===== src/rtl/mem_arbiter_pkg.sv =====
// Shared definitions for the fetch/data memory arbiter: FSM encoding and default sizing.
package mem_arbiter_pkg;

    localparam int unsigned ARB_STARVE_LIMIT = 3;
    localparam int unsigned ARB_ADDR_W       = 32;
    localparam int unsigned ARB_DATA_W       = 32;

    typedef enum logic [1:0] {
        IDLE    = 2'd0,
        IF_BUSY = 2'd1,
        D_BUSY  = 2'd2,
        RESP    = 2'd3
    } arb_state_t;

endpackage


===== src/rtl/mem_arbiter_if.sv =====
// Bundles the fetch port, data port and shared-memory port of the arbiter.
interface mem_arbiter_if import mem_arbiter_pkg::*; #(
    parameter int unsigned ADDR_W = ARB_ADDR_W,
    parameter int unsigned DATA_W = ARB_DATA_W
);
    logic              if_req;
    logic [ADDR_W-1:0] if_addr;
    logic              if_ready;
    logic [DATA_W-1:0] if_rdata;

    logic              d_req;
    logic              d_we;
    logic [ADDR_W-1:0] d_addr;
    logic [DATA_W-1:0] d_wdata;
    logic              d_ready;
    logic [DATA_W-1:0] d_rdata;

    logic              mem_valid;
    logic              mem_we;
    logic [ADDR_W-1:0] mem_addr;
    logic [DATA_W-1:0] mem_wdata;
    logic              mem_ready;
    logic [DATA_W-1:0] mem_rdata;

    // Requesters and the memory, seen from outside the arbiter
    modport master (
        output if_req, if_addr,
        input  if_ready, if_rdata,
        output d_req, d_we, d_addr, d_wdata,
        input  d_ready, d_rdata,
        input  mem_valid, mem_we, mem_addr, mem_wdata,
        output mem_ready, mem_rdata
    );

    // The arbiter's own view
    modport slave (
        input  if_req, if_addr,
        output if_ready, if_rdata,
        input  d_req, d_we, d_addr, d_wdata,
        output d_ready, d_rdata,
        output mem_valid, mem_we, mem_addr, mem_wdata,
        input  mem_ready, mem_rdata
    );

endinterface


===== src/rtl/arb_priority.sv =====
// Grant decision: data normally wins, a waiting fetch wins once it has been starved long enough.
module arb_priority import mem_arbiter_pkg::*; #(
    parameter int unsigned STARVE_LIMIT = ARB_STARVE_LIMIT,
    parameter int unsigned CNT_W        = $clog2(STARVE_LIMIT + 1)
) (
    input  logic             if_req,
    input  logic             d_req,
    input  logic [CNT_W-1:0] starve_cnt,
    output logic             grant_if,
    output logic             grant_d
);

    logic starved;

    assign starved  = (starve_cnt == CNT_W'(STARVE_LIMIT));
    assign grant_if = if_req & (~d_req | starved);
    assign grant_d  = d_req & ~grant_if;

endmodule


===== src/rtl/mem_arbiter.sv =====
// Two-requester arbiter (instruction fetch, data) in front of a single-port memory
// with registered memory request and registered responses.
module mem_arbiter import mem_arbiter_pkg::*; #(
    parameter int unsigned STARVE_LIMIT = ARB_STARVE_LIMIT,
    parameter int unsigned ADDR_W       = ARB_ADDR_W,
    parameter int unsigned DATA_W       = ARB_DATA_W
) (
    input logic          clk,
    input logic          reset,
    mem_arbiter_if.slave bus
);

    localparam int unsigned CNT_W = $clog2(STARVE_LIMIT + 1);

    arb_state_t        state;
    arb_state_t        state_nxt;
    logic [CNT_W-1:0]  starve_cnt;
    logic              grant_if;
    logic              grant_d;

    logic              mem_valid_q;
    logic              mem_we_q;
    logic [ADDR_W-1:0] mem_addr_q;
    logic [DATA_W-1:0] mem_wdata_q;
    logic              if_ready_q;
    logic [DATA_W-1:0] if_rdata_q;
    logic              d_ready_q;
    logic [DATA_W-1:0] d_rdata_q;

    arb_priority #(
        .STARVE_LIMIT (STARVE_LIMIT),
        .CNT_W        (CNT_W)
    ) u_priority (
        .if_req     (bus.if_req),
        .d_req      (bus.d_req),
        .starve_cnt (starve_cnt),
        .grant_if   (grant_if),
        .grant_d    (grant_d)
    );

    always_ff @(posedge clk) begin
        if (reset) begin
            state <= IDLE;
        end else begin
            state <= state_nxt;
        end
    end

    // Requests are only looked at in IDLE; RESP always returns to IDLE after its pulse
    always_comb begin
        state_nxt = state;
        case (state)
            IDLE: begin
                if (grant_if) begin
                    state_nxt = IF_BUSY;
                end else if (grant_d) begin
                    state_nxt = D_BUSY;
                end
            end
            IF_BUSY, D_BUSY: begin
                if (bus.mem_ready) begin
                    state_nxt = RESP;
                end
            end
            RESP:    state_nxt = IDLE;
            default: state_nxt = IDLE;
        endcase
    end

    // Memory request, response capture and starvation bookkeeping
    always_ff @(posedge clk) begin
        if (reset) begin
            mem_valid_q <= 1'b0;
            mem_we_q    <= 1'b0;
            mem_addr_q  <= '0;
            mem_wdata_q <= '0;
            if_ready_q  <= 1'b0;
            if_rdata_q  <= '0;
            d_ready_q   <= 1'b0;
            d_rdata_q   <= '0;
            starve_cnt  <= '0;
        end else begin
            if_ready_q <= 1'b0;
            d_ready_q  <= 1'b0;
            case (state)
                IDLE: begin
                    if (grant_if) begin
                        mem_valid_q <= 1'b1;
                        mem_we_q    <= 1'b0;
                        mem_addr_q  <= bus.if_addr;
                        mem_wdata_q <= '0;
                        starve_cnt  <= '0;
                    end else if (grant_d) begin
                        mem_valid_q <= 1'b1;
                        mem_we_q    <= bus.d_we;
                        mem_addr_q  <= bus.d_addr;
                        mem_wdata_q <= bus.d_wdata;
                        if (bus.if_req && (starve_cnt != CNT_W'(STARVE_LIMIT))) begin
                            starve_cnt <= starve_cnt + CNT_W'(1);
                        end
                    end
                end
                IF_BUSY: begin
                    if (bus.mem_ready) begin
                        mem_valid_q <= 1'b0;
                        if_rdata_q  <= bus.mem_rdata;
                        if_ready_q  <= 1'b1;
                    end
                end
                D_BUSY: begin
                    if (bus.mem_ready) begin
                        mem_valid_q <= 1'b0;
                        d_rdata_q   <= bus.mem_rdata;
                        d_ready_q   <= 1'b1;
                    end
                end
                default: ;
            endcase
        end
    end

    assign bus.mem_valid = mem_valid_q;
    assign bus.mem_we    = mem_we_q;
    assign bus.mem_addr  = mem_addr_q;
    assign bus.mem_wdata = mem_wdata_q;
    assign bus.if_ready  = if_ready_q;
    assign bus.if_rdata  = if_rdata_q;
    assign bus.d_ready   = d_ready_q;
    assign bus.d_rdata   = d_rdata_q;

endmodule


===== src/flat_wrapper.sv =====
// flat-port wrapper written by rule: the top's interface ports become plain ports
module mem_arbiter_flat import mem_arbiter_pkg::*;
#(
    parameter int unsigned STARVE_LIMIT = ARB_STARVE_LIMIT,
    parameter int unsigned ADDR_W       = ARB_ADDR_W,
    parameter int unsigned DATA_W       = ARB_DATA_W
)
  (clk, reset, bus_if_req, bus_if_addr, bus_if_ready, bus_if_rdata, bus_d_req, bus_d_we, bus_d_addr, bus_d_wdata, bus_d_ready, bus_d_rdata, bus_mem_valid, bus_mem_we, bus_mem_addr, bus_mem_wdata, bus_mem_ready, bus_mem_rdata);
  mem_arbiter_if #(.ADDR_W(ADDR_W), .DATA_W(DATA_W)) bus_i ();
  input logic clk;
  input logic reset;
  input wire logic [$bits(bus_i.if_req)-1:0] bus_if_req;
  input wire logic [$bits(bus_i.if_addr)-1:0] bus_if_addr;
  output wire logic [$bits(bus_i.if_ready)-1:0] bus_if_ready;
  output wire logic [$bits(bus_i.if_rdata)-1:0] bus_if_rdata;
  input wire logic [$bits(bus_i.d_req)-1:0] bus_d_req;
  input wire logic [$bits(bus_i.d_we)-1:0] bus_d_we;
  input wire logic [$bits(bus_i.d_addr)-1:0] bus_d_addr;
  input wire logic [$bits(bus_i.d_wdata)-1:0] bus_d_wdata;
  output wire logic [$bits(bus_i.d_ready)-1:0] bus_d_ready;
  output wire logic [$bits(bus_i.d_rdata)-1:0] bus_d_rdata;
  output wire logic [$bits(bus_i.mem_valid)-1:0] bus_mem_valid;
  output wire logic [$bits(bus_i.mem_we)-1:0] bus_mem_we;
  output wire logic [$bits(bus_i.mem_addr)-1:0] bus_mem_addr;
  output wire logic [$bits(bus_i.mem_wdata)-1:0] bus_mem_wdata;
  input wire logic [$bits(bus_i.mem_ready)-1:0] bus_mem_ready;
  input wire logic [$bits(bus_i.mem_rdata)-1:0] bus_mem_rdata;
  assign bus_i.if_req = bus_if_req;
  assign bus_i.if_addr = bus_if_addr;
  assign bus_if_ready = bus_i.if_ready;
  assign bus_if_rdata = bus_i.if_rdata;
  assign bus_i.d_req = bus_d_req;
  assign bus_i.d_we = bus_d_we;
  assign bus_i.d_addr = bus_d_addr;
  assign bus_i.d_wdata = bus_d_wdata;
  assign bus_d_ready = bus_i.d_ready;
  assign bus_d_rdata = bus_i.d_rdata;
  assign bus_mem_valid = bus_i.mem_valid;
  assign bus_mem_we = bus_i.mem_we;
  assign bus_mem_addr = bus_i.mem_addr;
  assign bus_mem_wdata = bus_i.mem_wdata;
  assign bus_i.mem_ready = bus_mem_ready;
  assign bus_i.mem_rdata = bus_mem_rdata;
  mem_arbiter #(.STARVE_LIMIT(STARVE_LIMIT), .ADDR_W(ADDR_W), .DATA_W(DATA_W)) u_core (.clk(clk), .reset(reset), .bus(bus_i));
endmodule

===== config.mk =====
export PLATFORM = sky130hd
export DESIGN_NAME = mem_arbiter_flat
export DESIGN_NICKNAME = d
export VERILOG_FILES = /design/src/rtl/mem_arbiter_pkg.sv /design/src/rtl/mem_arbiter_if.sv /design/src/rtl/arb_priority.sv /design/src/rtl/mem_arbiter.sv /design/src/flat_wrapper.sv
export SDC_FILE = /design/constraint.sdc
export NUM_CORES = 1
export LEC_CHECK = 0
export CORE_MARGIN = 1
export CORE_UTILIZATION = 40
export CTS_CLUSTER_SIZE = 20
export DETAILED_ROUTE_END_ITERATION = 12
export GPL_TIMING_DRIVEN = 0
export PLACE_DENSITY = 0.78
export SLEW_MARGIN = 25
export SYNTH_ARGS = -nofsm -noshare
export SYNTH_HDL_FRONTEND = slang
export SYNTH_SLANG_ARGS = --single-unit

===== constraint.sdc =====
create_clock -name clk -period 1.9 [get_ports clk]
set_input_delay 0.57 -clock clk [delete_from_list [all_inputs] [get_ports clk]]
set_output_delay 0.57 -clock clk [all_outputs]
set_load 0.02 [all_outputs]

Yosys cells after proc, flatten, opt, wreduce, memory -nomap -nowiden --
Cells that the tools add are included.
Cells by class: reductions and logical operators 14, equality and inequality tests 7, add/subtract/negate cells 1, bitwise operators 7, muxes and demuxes 18
Operators with widths (number):
- two-way mux 32 bit | 4
- two-way mux 2 bit | 6
- AND reduction 2 bit | 4
- equality test 2 bit, second input constant | 3
- two-way mux 1 bit | 6
- case mux 2 bit (3 select lines) | 1
- AND reduction 3 bit | 2
- nonzero test 2 bit | 3
- OR reduction 2 bit | 3
- inverter 1 bit | 4
- != test 3 x 2 -> 1 bit, second input constant | 1
- adder 2 x 1 -> 2 bit, second input constant | 1
- bitwise AND 1 bit | 2
- equality test 2 x 1 -> 1 bit, second input constant | 1
- zero test 2 bit | 1
- != test 2 x 1 -> 1 bit, second input constant | 1
- != test 2 bit, second input constant | 1
- case mux 1 bit (2 select lines) | 1
- logical AND 1 bit | 1
- OR 1 bit | 1
Storage, ports and cells: word-level logic and storage cells 57, register bits 136, input bits 134

Longest topological paths before layout --
Gate-level depths: netlist of the first run.
depth in word-level cells 8, gate-level depth with buffers 7, depth with buffers taken out 5

Cells and area by module --
From an unflattened synthesis of the first run, not the netlist that was laid out.
Second synthesis, totals: cells, all modules 617, area, all modules 5370.2 µm²
Modules (own cells, without submodules):
- mem_arbiter | cells an instance 613, instances 1, area each 5348.9 µm², sequential area each 2722.6 µm²
- arb_priority | cells an instance 4, instances 1, area each 21.3 µm², sequential area each 0.0 µm²

Least setup slack after synthesis of the first run --
No wires, ideal clock.
path kind register -> register, start register u_core.state[0], end register u_core.mem_valid_q, in the netlist u_core.bus.mem_valid, library setup time 0.123 ns, period minus slack after synthesis 1.535 ns, buffers on the path 0, required time 1.777 ns, arrival 1.411 ns, cell stages (with the launch flop) 6, path slack 0.365 ns, cells stage by stage dfxtp_1 inv_1 ha_1 nor2b_1 a211oi_2 mux2_1
On the way: word-level cells in the longest chain between the ends 4, elaborated cells on any way between the ends 9
Ends and longest elaborated chain:
- start: declaration | line mem_arbiter.sv:15 | arb_state_t state;
- start signal: assignment | line mem_arbiter.sv:45 | state <= state_nxt;
- equality test 2 x 1 -> 1 bit / equality test 2 bit (equally long branches) | line mem_arbiter.sv:85 | case (state)
- OR reduction 2 bit (no source line)
- != test 2 x 1 -> 1 bit (no source line) / nonzero test 2 bit (equally long branches)
- AND reduction 3 bit (no source line)
- end signal: assignment | line mem_arbiter.sv:88 | mem_valid_q <= 1'b1;
- end signal: assignment | line mem_arbiter.sv:94 | mem_valid_q <= 1'b1;
- end signal: assignment | line mem_arbiter.sv:105 | mem_valid_q <= 1'b0;
- end: declaration | line mem_arbiter.sv:21 | logic mem_valid_q;
Parallel ways exist; a longest one is shown, timed or not. A chain may end at the register's enable or synchronous reset.

Worst setup path after layout of the first run --
start input bus_if_req, end register u_core.mem_addr_q[23], in the netlist u_core.bus.mem_addr[23]
On the way: word-level cells in the longest chain between the ends 5, elaborated cells on any way between the ends 6
Ends and longest elaborated chain:
- start: declaration | line flat_wrapper.sv:12 | input wire logic [$bits(bus_i.if_req)-1:0] bus_if_req;
- bitwise AND 1 bit (*) | line arb_priority.sv:16 | assign grant_if = if_req & (~d_req | starved);
- inverter 1 bit | line arb_priority.sv:17 | assign grant_d = d_req & ~grant_if;
- bitwise AND 1 bit | line arb_priority.sv:17
- nonzero test 2 bit (no source line)
- AND reduction 2 bit (no source line)
- end signal: assignment | line mem_arbiter.sv:90 | mem_addr_q <= bus.if_addr;
- end signal: assignment | line mem_arbiter.sv:96 | mem_addr_q <= bus.d_addr;
- end: declaration | line mem_arbiter.sv:23 | logic [ADDR_W-1:0] mem_addr_q;
Every way passes the cells marked *; elsewhere a longest branch is shown, timed or not.

==> impl_metrics.json, run 1 <==
{
  "ys_types": 36,
  "dpl_cell_area_sq_um": 8033,
  "max_freq_mhz": 564.2,
  "drcViolationCount": 0,
  "post_drt_wl_per_cell_microns": 16.49,
  "nets": 1009,
  "layout-drive-gt1-share_pct": 7.946,
  "grt_start_max_net_pins": 17,
  "ios": 266,
  "synth.net_count": 726,
  "gr-usage-all-layers_pct": 25.52,
  "cts-root-buf": "clkbuf_16",
  "crit_chain": "clkdlybuf4s50_1 > inv_1 > clkbuf_1 > o21ai_0 > a311oi_1",
  "dieHeight_microns": 115.7,
  "pwr-share-comb_pct": 34.6,
  "h-tree-depth": 4,
  "hold_path_class": "register to register",
  "cts_max_path_buffers": 2,
  "cts_sinks": 136,
  "synth_top_cell_by_area": "dfxtp_1",
  "vdd_drop_max_mv": 0.6495,
  "cts_tree": "done",
  "whs_ns": 0.4487,
  "diodes": 0,
  "clock_latency_ns": 0.42,
  "grt_pass1_vias": 5386,
  "first_pass_iters": 6,
  "gr-total-overflow": 0,
  "core_area_sq_um": 12620,
  "layout_common_cells": "dfxtp_1, nand2_1, clkdlybuf4s50_1, dlygate4sd2_1, a21oi_1",
  "fin_crit_sh_pct": 93.28,
  "avgSynthCellArea_sq_um": 8.831,
  "pwr-share-clk_pct": 31.6,
  "die_area_sq_um": 13400,
  "antenna_left": 0,
  "netlist_top_cells_area": "dfxtp_1, nand2_1, a21oi_1",
  "dpl.hpwl_microns": 13090,
  "mostFrequentLayoutCell": "dfxtp_1",
  "criticalPathCategory": "input pin to register",
  "finish.instance_area_sq_um": 8504,
  "row_count": 41,
  "status": "finished, final reports clean",
  "slowest_delay_ns": 0.53,
  "crit_arrival_ns": 2.10,
  "vias": 5471,
  "io_buffer_count": 264,
  "min_period_ns": 1.772,
  "swShare_pct": 33.70,
  "synth-seq-area-share_pct": 52.61,
  "dp_cells": 1022,
  "tns_ns": 0,
  "drv_cap": 0,
  "fin_skew_ns": 0.006584,
  "avgViaCountPerCell": 5.196,
  "syn_inst": 586,
  "start_util_pct": 41.01,
  "slowest_stage": "clkdlybuf4s50_1",
  "maxSlewViolCount": 0,
  "synth_top_area_share_pct": 52.61,
  "area_growth_syn_to_layout_pct": 64.34,
  "power_density_nw_per_um2": 1304,
  "clk_pin_slew_ns": 0.05,
  "drtIter0Drc": 369,
  "p_seq_share_pct": 33.9,
  "stdcell_count": 1053,
  "ys_ff_latch": 136,
  "worst-path-max-fanout": 10,
  "p_sw_mw": 3.737,
  "finalSetupViolCount": 0,
  "routed_wl_microns": 17370,
  "cts_inserted_buffers": 17,
  "place_congestion": 0.7992,
  "syn-cell-area_sq_um": 5175,
  "worstMarginPinSlew_ns": 0.5711,
  "rsz0062_at_grt": "no",
  "grt_antenna_before_repair": 0,
  "p_int_mw": 7.352,
  "p_leak_nw": 3.735,
  "slew_headroom_pct": 61.92,
  "yosys_warnings": 0,
  "finalHoldViolCount": 0,
  "start_kind": "input pin",
  "grt_pass1_wl_microns": 26120,
  "cts_hold_buf": 0,
  "endpoint_kind": "register",
  "total_power_mw": 11.09,
  "worstPathRequired_ns": 2.22,
  "die_x_microns": 115.7
}
==> layout make-up <==
| type | instances | area [sq um] |
|---|---|---|
| sequential | 136 | 2723 |
| fill | 1043 | 4115 |
| timing repair buffer | 264 | 2477 |
| clock inverter | 8 | 142.6 |
| buffer | 53 | 319.1 |
| inverter | 3 | 11.26 |
| tap | 172 | 215.2 |
| multi-input combinational | 394 | 2128 |
| clock buffer | 23 | 488.0 |
==> layer usage <==
layer | global-route usage, % | up-vias | share of wire [%]
met5 | 0 | - | 0
met4 | 12.74 | 0 | 3.8
met3 | 8.316 | 54 | 7.3
met2 | 45.15 | 255 | 51
met1 | 27.33 | 2559 | 38
li1 | - | 2603 | -
==> registers in the layout, summed over array words and instances (netlist names), 2 cells and up <==
| register | cells |
|---|---|
| u_core.bus.mem_wdata | 32 |
| u_core.bus.if_rdata | 32 |
| u_core.state | 2 |
| u_core.starve_cnt | 2 |
| u_core.bus.d_rdata | 32 |
| u_core.bus.mem_addr | 32 |
==> worst max-delay path, delay by kind of cell <==
| kind | cells | cell delay [ns] |
|---|---|---|
| compound gates | 2 | 0.47 |
| buf+inv | 3 | 1.05 |
==> synth_stat cells, drive strengths merged <==
library cell,instances
clkbuf,15
a31oi,1
mux2i,1
nand2b,2
a21o,1
nand2,134
buf,38
nand4,1
o21ai,32
mux2,1
and2b,1
o21a,1
nand3,32
or3,1
a311oi,32
a211oi,3
ha,6
dfxtp,136
nor2,38
and2,2
a22o,33
nor2b,3
a21oi,67
a311o,1
inv,3
and3,1
==> worst paths after layout <==
check	from	to	slack [ns]	cells past startpoint
worst min-delay path	u_core.bus.d_rdata[26]$_SDFFE_PP0P_	u_core.bus.d_rdata[26]$_SDFFE_PP0P_	0.45	2
worst max register to register	u_core.state[0]$_SDFFE_PP0P_	u_core.bus.mem_addr[8]$_SDFFE_PP0P_	0.21	7
worst min register to register	u_core.bus.d_rdata[26]$_SDFFE_PP0P_	u_core.bus.d_rdata[26]$_SDFFE_PP0P_	0.45	2
worst max-delay path	bus_if_req	u_core.bus.mem_addr[23]$_SDFFE_PP0P_	0.13	5
==> timing repair <==
item                       in CTS  in global routing
setup endpoints to repair     132                  5
gates resized for setup       132                  6
pin swaps                       0                  0
buffers inserted                0                  0
==> power groups by stage <==
stage	combinational (mW)	sequential, mW	clock [mW]
2_1_floorplan	1.62	4.48	0
3_3_place_gp	4.07	3.80	0
3_5_place_dp	4.18	3.82	0
4_1_cts	3.82	3.75	3.54
5_1_grt	4.12	3.82	3.69
6_report	3.83	3.76	3.50
==> through the flow <==
stage	setup WS, ns	util (%)
CTS	0.1007	67.34
detailed placement	-0.3121	63.65
floorplan	0.3653	-
finish	0.1277	67.39
global placement	-0.2454	63.65
global route	0.01965	67.39
==> cell families after synthesis <==
kind of cell / after synthesis / synth area share [%]
buf+inv: 56 / 6.335
fa+ha+maj: 6 / 1.451
flops: 136 / 52.61
simple gates: 215 / 16.97
mux: 2 / 0.4110
compound gates: 171 / 22.22
No activity file was read; power rests on OpenSTA's default activity.
==> run 2, diff against run 1 <==
- CORE_ASPECT_RATIO: unset -> 1.2
==> run 2 against run 1 <==
  * Wire length down 2.4%
  * Global-route usage down 0.44 points
  * Sequential share of layout area grew 0.16 points
  * Fmax decreased by 0.26%
  * Clock skew is 0.0035 ns higher
  * Cell count shrank 0.66%
  * Critical endpoint is now u_core.bus.mem_addr[10]$_SDFFE_PP0P_
==> impl_metrics.json, run 2 (synthesis results as in run 1) <==
{
  "status": "finished, final reports clean",
  "power_density_nw_per_um2": 1288,
  "grt_start_max_net_pins": 17,
  "postCtsSetupBuffers": 0,
  "cts_tree": "done",
  "worstPathRequired_ns": 2.22,
  "cts_max_path_buffers": 2,
  "grt_antenna_before_repair": 0,
  "start_util_pct": 41.03,
  "multi_input_area_sq_um": 2125,
  "final_util_pct": 67.10,
  "stdcell_count": 1046,
  "cts_hold_buf": 0,
  "core_area_sq_um": 12610,
  "startpoint": "bus_if_req",
  "cts-root-buf": "clkbuf_16",
  "dpl.hpwl_microns": 12800,
  "h-tree-depth": 4,
  "reg2reg_from": "u_core.state[0]$_SDFFE_PP0P_",
  "min_period_ns": 1.777,
  "avgViaCountPerCell": 5.165,
  "diodes": 0,
  "gr-total-overflow": 0,
  "wl_met1_microns": 6608,
  "total_power_mw": 10.90,
  "worstMarginPinSlew_ns": 0.6020,
  "vias": 5403,
  "min_from": "u_core.bus.if_rdata[17]$_SDFFE_PP0P_",
  "dieHeight_microns": 126.6,
  "maxSlewViolCount": 0,
  "vdd_drop_max_mv": 0.7753,
  "worst-path-max-fanout": 10,
  "routed-wl-met2_microns": 8684,
  "tns_ns": 0,
  "gr-usage-all-layers_pct": 25.08,
  "routed_wl_microns": 16950,
  "nets": 1009,
  "whs_ns": 0.4501,
  "layout_common_cells": "dfxtp_1, nand2_1, clkdlybuf4s50_1, dlygate4sd2_1, a21oi_1",
  "clk_pin_slew_ns": 0.06,
  "drcViolationCount": 0,
  "clock_latency_ns": 0.40,
  "wl_met3_microns": 1133,
  "dpl_cell_area_sq_um": 8023,
  "max_freq_mhz": 562.8,
  "cts_inserted_buffers": 17,
  "die_area_sq_um": 13400,
  "area_growth_syn_to_layout_pct": 63.54,
  "place_ws_ns": -0.2895,
  "mostFrequentLayoutCell": "dfxtp_1",
  "fillCellCount": 1093,
  "criticalPathCategory": "input pin to register",
  "fin_skew_ns": 0.01007,
  "layout-drive-gt1-share_pct": 7.710,
  "drtIter0Drc": 181,
  "ios": 266,
  "cts_sinks": 136,
  "fin_crit_sh_pct": 93.52,
  "finalHoldViolCount": 0,
  "finish.instance_area_sq_um": 8463,
  "crit_arrival_ns": 2.10,
  "hold_path_class": "register to register",
  "io_buffer_count": 264,
  "seqCellArea_sq_um": 2723,
  "post_drt_wl_per_cell_microns": 16.21,
  "finalSetupViolCount": 0,
  "rsz0062_at_grt": "no",
  "setup_ws_ns": 0.1232,
  "dp_cells": 1014,
  "p_leak_nw": 3.726,
  "die_x_microns": 105.8,
  "grt_pass1_wl_microns": 26360,
  "drv_cap": 0,
  "row_count": 45,
  "antenna_left": 0,
  "slew_headroom_pct": 59.87,
  "top_layer": "met4",
  "place_congestion": 0.8805,
  "first_pass_iters": 6,
  "start_kind": "input pin",
  "grt_pass1_vias": 5345,
  "endpoint_kind": "register"
}
## run 2: cell count changes in the layout (fill, tap and decap cells not counted), sizes merged
cell | previous run | this run
clkinvlp | 1 | 2
bufinv | 4 | 3
dlymetal6s2s | 0 | 1
clkinv | 3 | 6
clkbuf | 38 | 33
inv | 3 | 6
dlygate4sd2 | 132 | 131
## run 2: final cells by class
| cell class | count | area share, % |
|---|---|---|
| Buffer | 53 | 3.740 |
| Clock buffer | 18 | 5.071 |
| Clock inverter | 14 | 2.040 |
| Inverter | 3 | 0.1331 |
| Multi-Input combinational cell | 394 | 25.10 |
| Sequential cell | 136 | 32.17 |
| Tap cell | 164 | 2.425 |
| Timing Repair Buffer | 264 | 29.32 |
## run 2: power breakdown
part	internal [mW]	switching, mW
Clock	2.07	1.28
Combinational	1.57	2.23
Sequential	3.45	0.299
Total	7.09	3.81
## run 2: path summary, 6_finish.rpt
check	end	slack (ns)	cells past startpoint
hold reg to reg	u_core.bus.if_rdata[17]$_SDFFE_PP0P_	0.45	2
setup / recovery	u_core.bus.mem_addr[10]$_SDFFE_PP0P_	0.12	5
setup reg to reg	u_core.bus.mem_addr[4]$_SDFFE_PP0P_	0.15	7
hold / removal	u_core.bus.if_rdata[17]$_SDFFE_PP0P_	0.45	2
## run 2: what timing repair did
action	CTS	global route
gates resized for setup	131	1
setup endpoints to repair	131	1
hold endpoints to repair	0	0
pin swaps	0	0
## run 2: worst max-delay path, stage by stage
cell and delay (ns):
clkdlybuf4s50_1 0.52, inv_1 0.19, clkbuf_1 0.34, o21ai_0 0.21, a311oi_1 0.27
## run 2: layer usage
| layer | GRT usage (%) | up-vias |
|---|---|---|
| li1 | - | 2604 |
| met1 | 27.43 | 2543 |
| met2 | 45.29 | 222 |
| met3 | 6.629 | 34 |
| met4 | 10.95 | 0 |
| met5 | 0 | - |
==> run 3, diff against run 2 <==
- PLACE_DENSITY: 0.78 -> 0.86
==> run 3 against run 2 <==
  * Cell count fell by 0.19%
  * Register-to-register slack better by 0.04 ns
  * Via count down 2.4%
  * Critical path type is now register to primary output
  * Largest cell class unchanged
  * Highest routed layer unchanged
==> impl_metrics.json, run 3 (synthesis results as in run 1) <==
{
  "postCtsSetupBuffers": 0,
  "io_buffer_count": 264,
  "reg2reg_from": "u_core.state[1]$_SDFFE_PP0P_",
  "slowest_stage": "clkdlybuf4s50_1",
  "die_area_sq_um": 13400,
  "layout-drive-gt1-share_pct": 7.614,
  "slew_headroom_pct": 55.98,
  "worstMarginPinSlew_ns": 0.6603,
  "hold_path_class": "register to register",
  "maxSlewViolCount": 0,
  "area_growth_syn_to_layout_pct": 63.81,
  "cts_tree": "done",
  "dpl_cell_area_sq_um": 8023,
  "rsz0062_at_grt": "no",
  "worst-path-max-fanout": 1,
  "core_area_sq_um": 12610,
  "slowest_delay_ns": 0.59,
  "grt_pass1_vias": 5220,
  "gr-usage-all-layers_pct": 24.25,
  "diodes": 0,
  "antenna_left": 0,
  "status": "finished, final reports clean",
  "startpoint": "u_core.bus.if_ready$_SDFF_PP0_",
  "fin_crit_sh_pct": 97.91,
  "vdd_drop_max_mv": 0.7687,
  "endpoint_kind": "primary output",
  "stdcell_count": 1044,
  "drv_cap": 0,
  "cts_inserted_buffers": 17,
  "power_density_nw_per_um2": 1291,
  "fin_skew_ns": 0.008537,
  "start_kind": "register",
  "cts_hold_buf": 0,
  "tns_ns": 0,
  "avgViaCountPerCell": 5.053,
  "worstPathRequired_ns": 1.33,
  "mostFrequentLayoutCell": "dfxtp_1",
  "nets": 1009,
  "post_drt_wl_per_cell_microns": 15.35,
  "criticalPathCategory": "register to primary output",
  "p_leak_nw": 3.711,
  "crit_buf_inv": 1,
  "h-tree-depth": 4,
  "finalHoldViolCount": 0,
  "grt_start_max_net_pins": 17,
  "total_power_mw": 10.94,
  "grt_pass1_wl_microns": 25820,
  "dp_cells": 1014,
  "first_pass_iters": 4,
  "setup_ws_ns": 0.03974,
  "cp_top_family": "buffers and inverters",
  "min_from": "u_core.bus.d_rdata[17]$_SDFFE_PP0P_",
  "clock_latency_ns": 0.40,
  "dieHeight_microns": 126.6,
  "cts-root-buf": "clkbuf_16",
  "ios": 266,
  "max_freq_mhz": 537.6,
  "final_util_pct": 67.21,
  "layout_common_cells": "dfxtp_1, nand2_1, clkdlybuf4s50_1, dlygate4sd2_1, a21oi_1",
  "dpl.hpwl_microns": 12060,
  "gr-total-overflow": 0,
  "drtIter0Drc": 208,
  "rrSetupSlack_ns": 0.19,
  "finish.instance_area_sq_um": 8477,
  "place_ws_ns": -0.2835,
  "place_congestion": 0.8419,
  "grt_antenna_before_repair": 0,
  "die_x_microns": 105.8,
  "start_util_pct": 41.03,
  "min_period_ns": 1.860,
  "finalSetupViolCount": 0,
  "cts_sinks": 136,
  "clk_pin_slew_ns": 0.06,
  "crit_arrival_ns": 1.29,
  "whs_ns": 0.4492,
  "drcViolationCount": 0,
  "row_count": 45,
  "post_cts_resized": 131,
  "routed_wl_microns": 16030,
  "cts_max_path_buffers": 2,
  "vias": 5275,
  "crit_chain": "clkdlybuf4s50_1"
}
## run 3: cell count changes in the layout (fill, tap and decap cells not counted)
cell | previous run | this run
bufinv_16 | 3 | 4
clkbuf_1 | 15 | 14
clkbuf_2 | 1 | 2
clkbuf_8 | 0 | 1
clkdlybuf4s50_1 | 132 | 133
clkinv_2 | 3 | 1
clkinv_4 | 3 | 2
clkinvlp_4 | 2 | 3
dlymetal6s2s_1 | 1 | 0
inv_6 | 3 | 1
## run 3: final cells by class
class	count	area [sq um]
inverters	3	11.26
plain buffers	53	317.8
repair buffers	264	2479
flip-flops and latches	136	2723
clock buffers	19	442.9
clock inverters	11	173.9
well taps	164	205.2
multi-input cells	394	2125
fillers	1113	4135
## run 3: power by group
group	internal [mW]	leakage [nW]	total [mW]	switching (mW)
Clock	2.22	0.292	3.45	1.22
Combinational	1.57	2.31	3.76	2.19
Sequential	3.45	1.11	3.74	0.290
## run 3: routing by layer
layer	track usage, %	up-vias	part of all wire (%)
li1	-	2608	-
met1	27.67	2437	41
met2	43.68	205	51
met3	5.396	25	6.3
met4	9.641	0	2.2
met5	0	-	0
## run 3: final timing paths
check / to / cells past startpoint
worst max-delay path: bus_if_ready / 1
worst min-delay path: u_core.bus.d_rdata[17]$_SDFFE_PP0P_ / 2
worst max register to register: u_core.bus.if_rdata[23]$_SDFFE_PP0P_ / 6
worst min register to register: u_core.bus.d_rdata[17]$_SDFFE_PP0P_ / 2
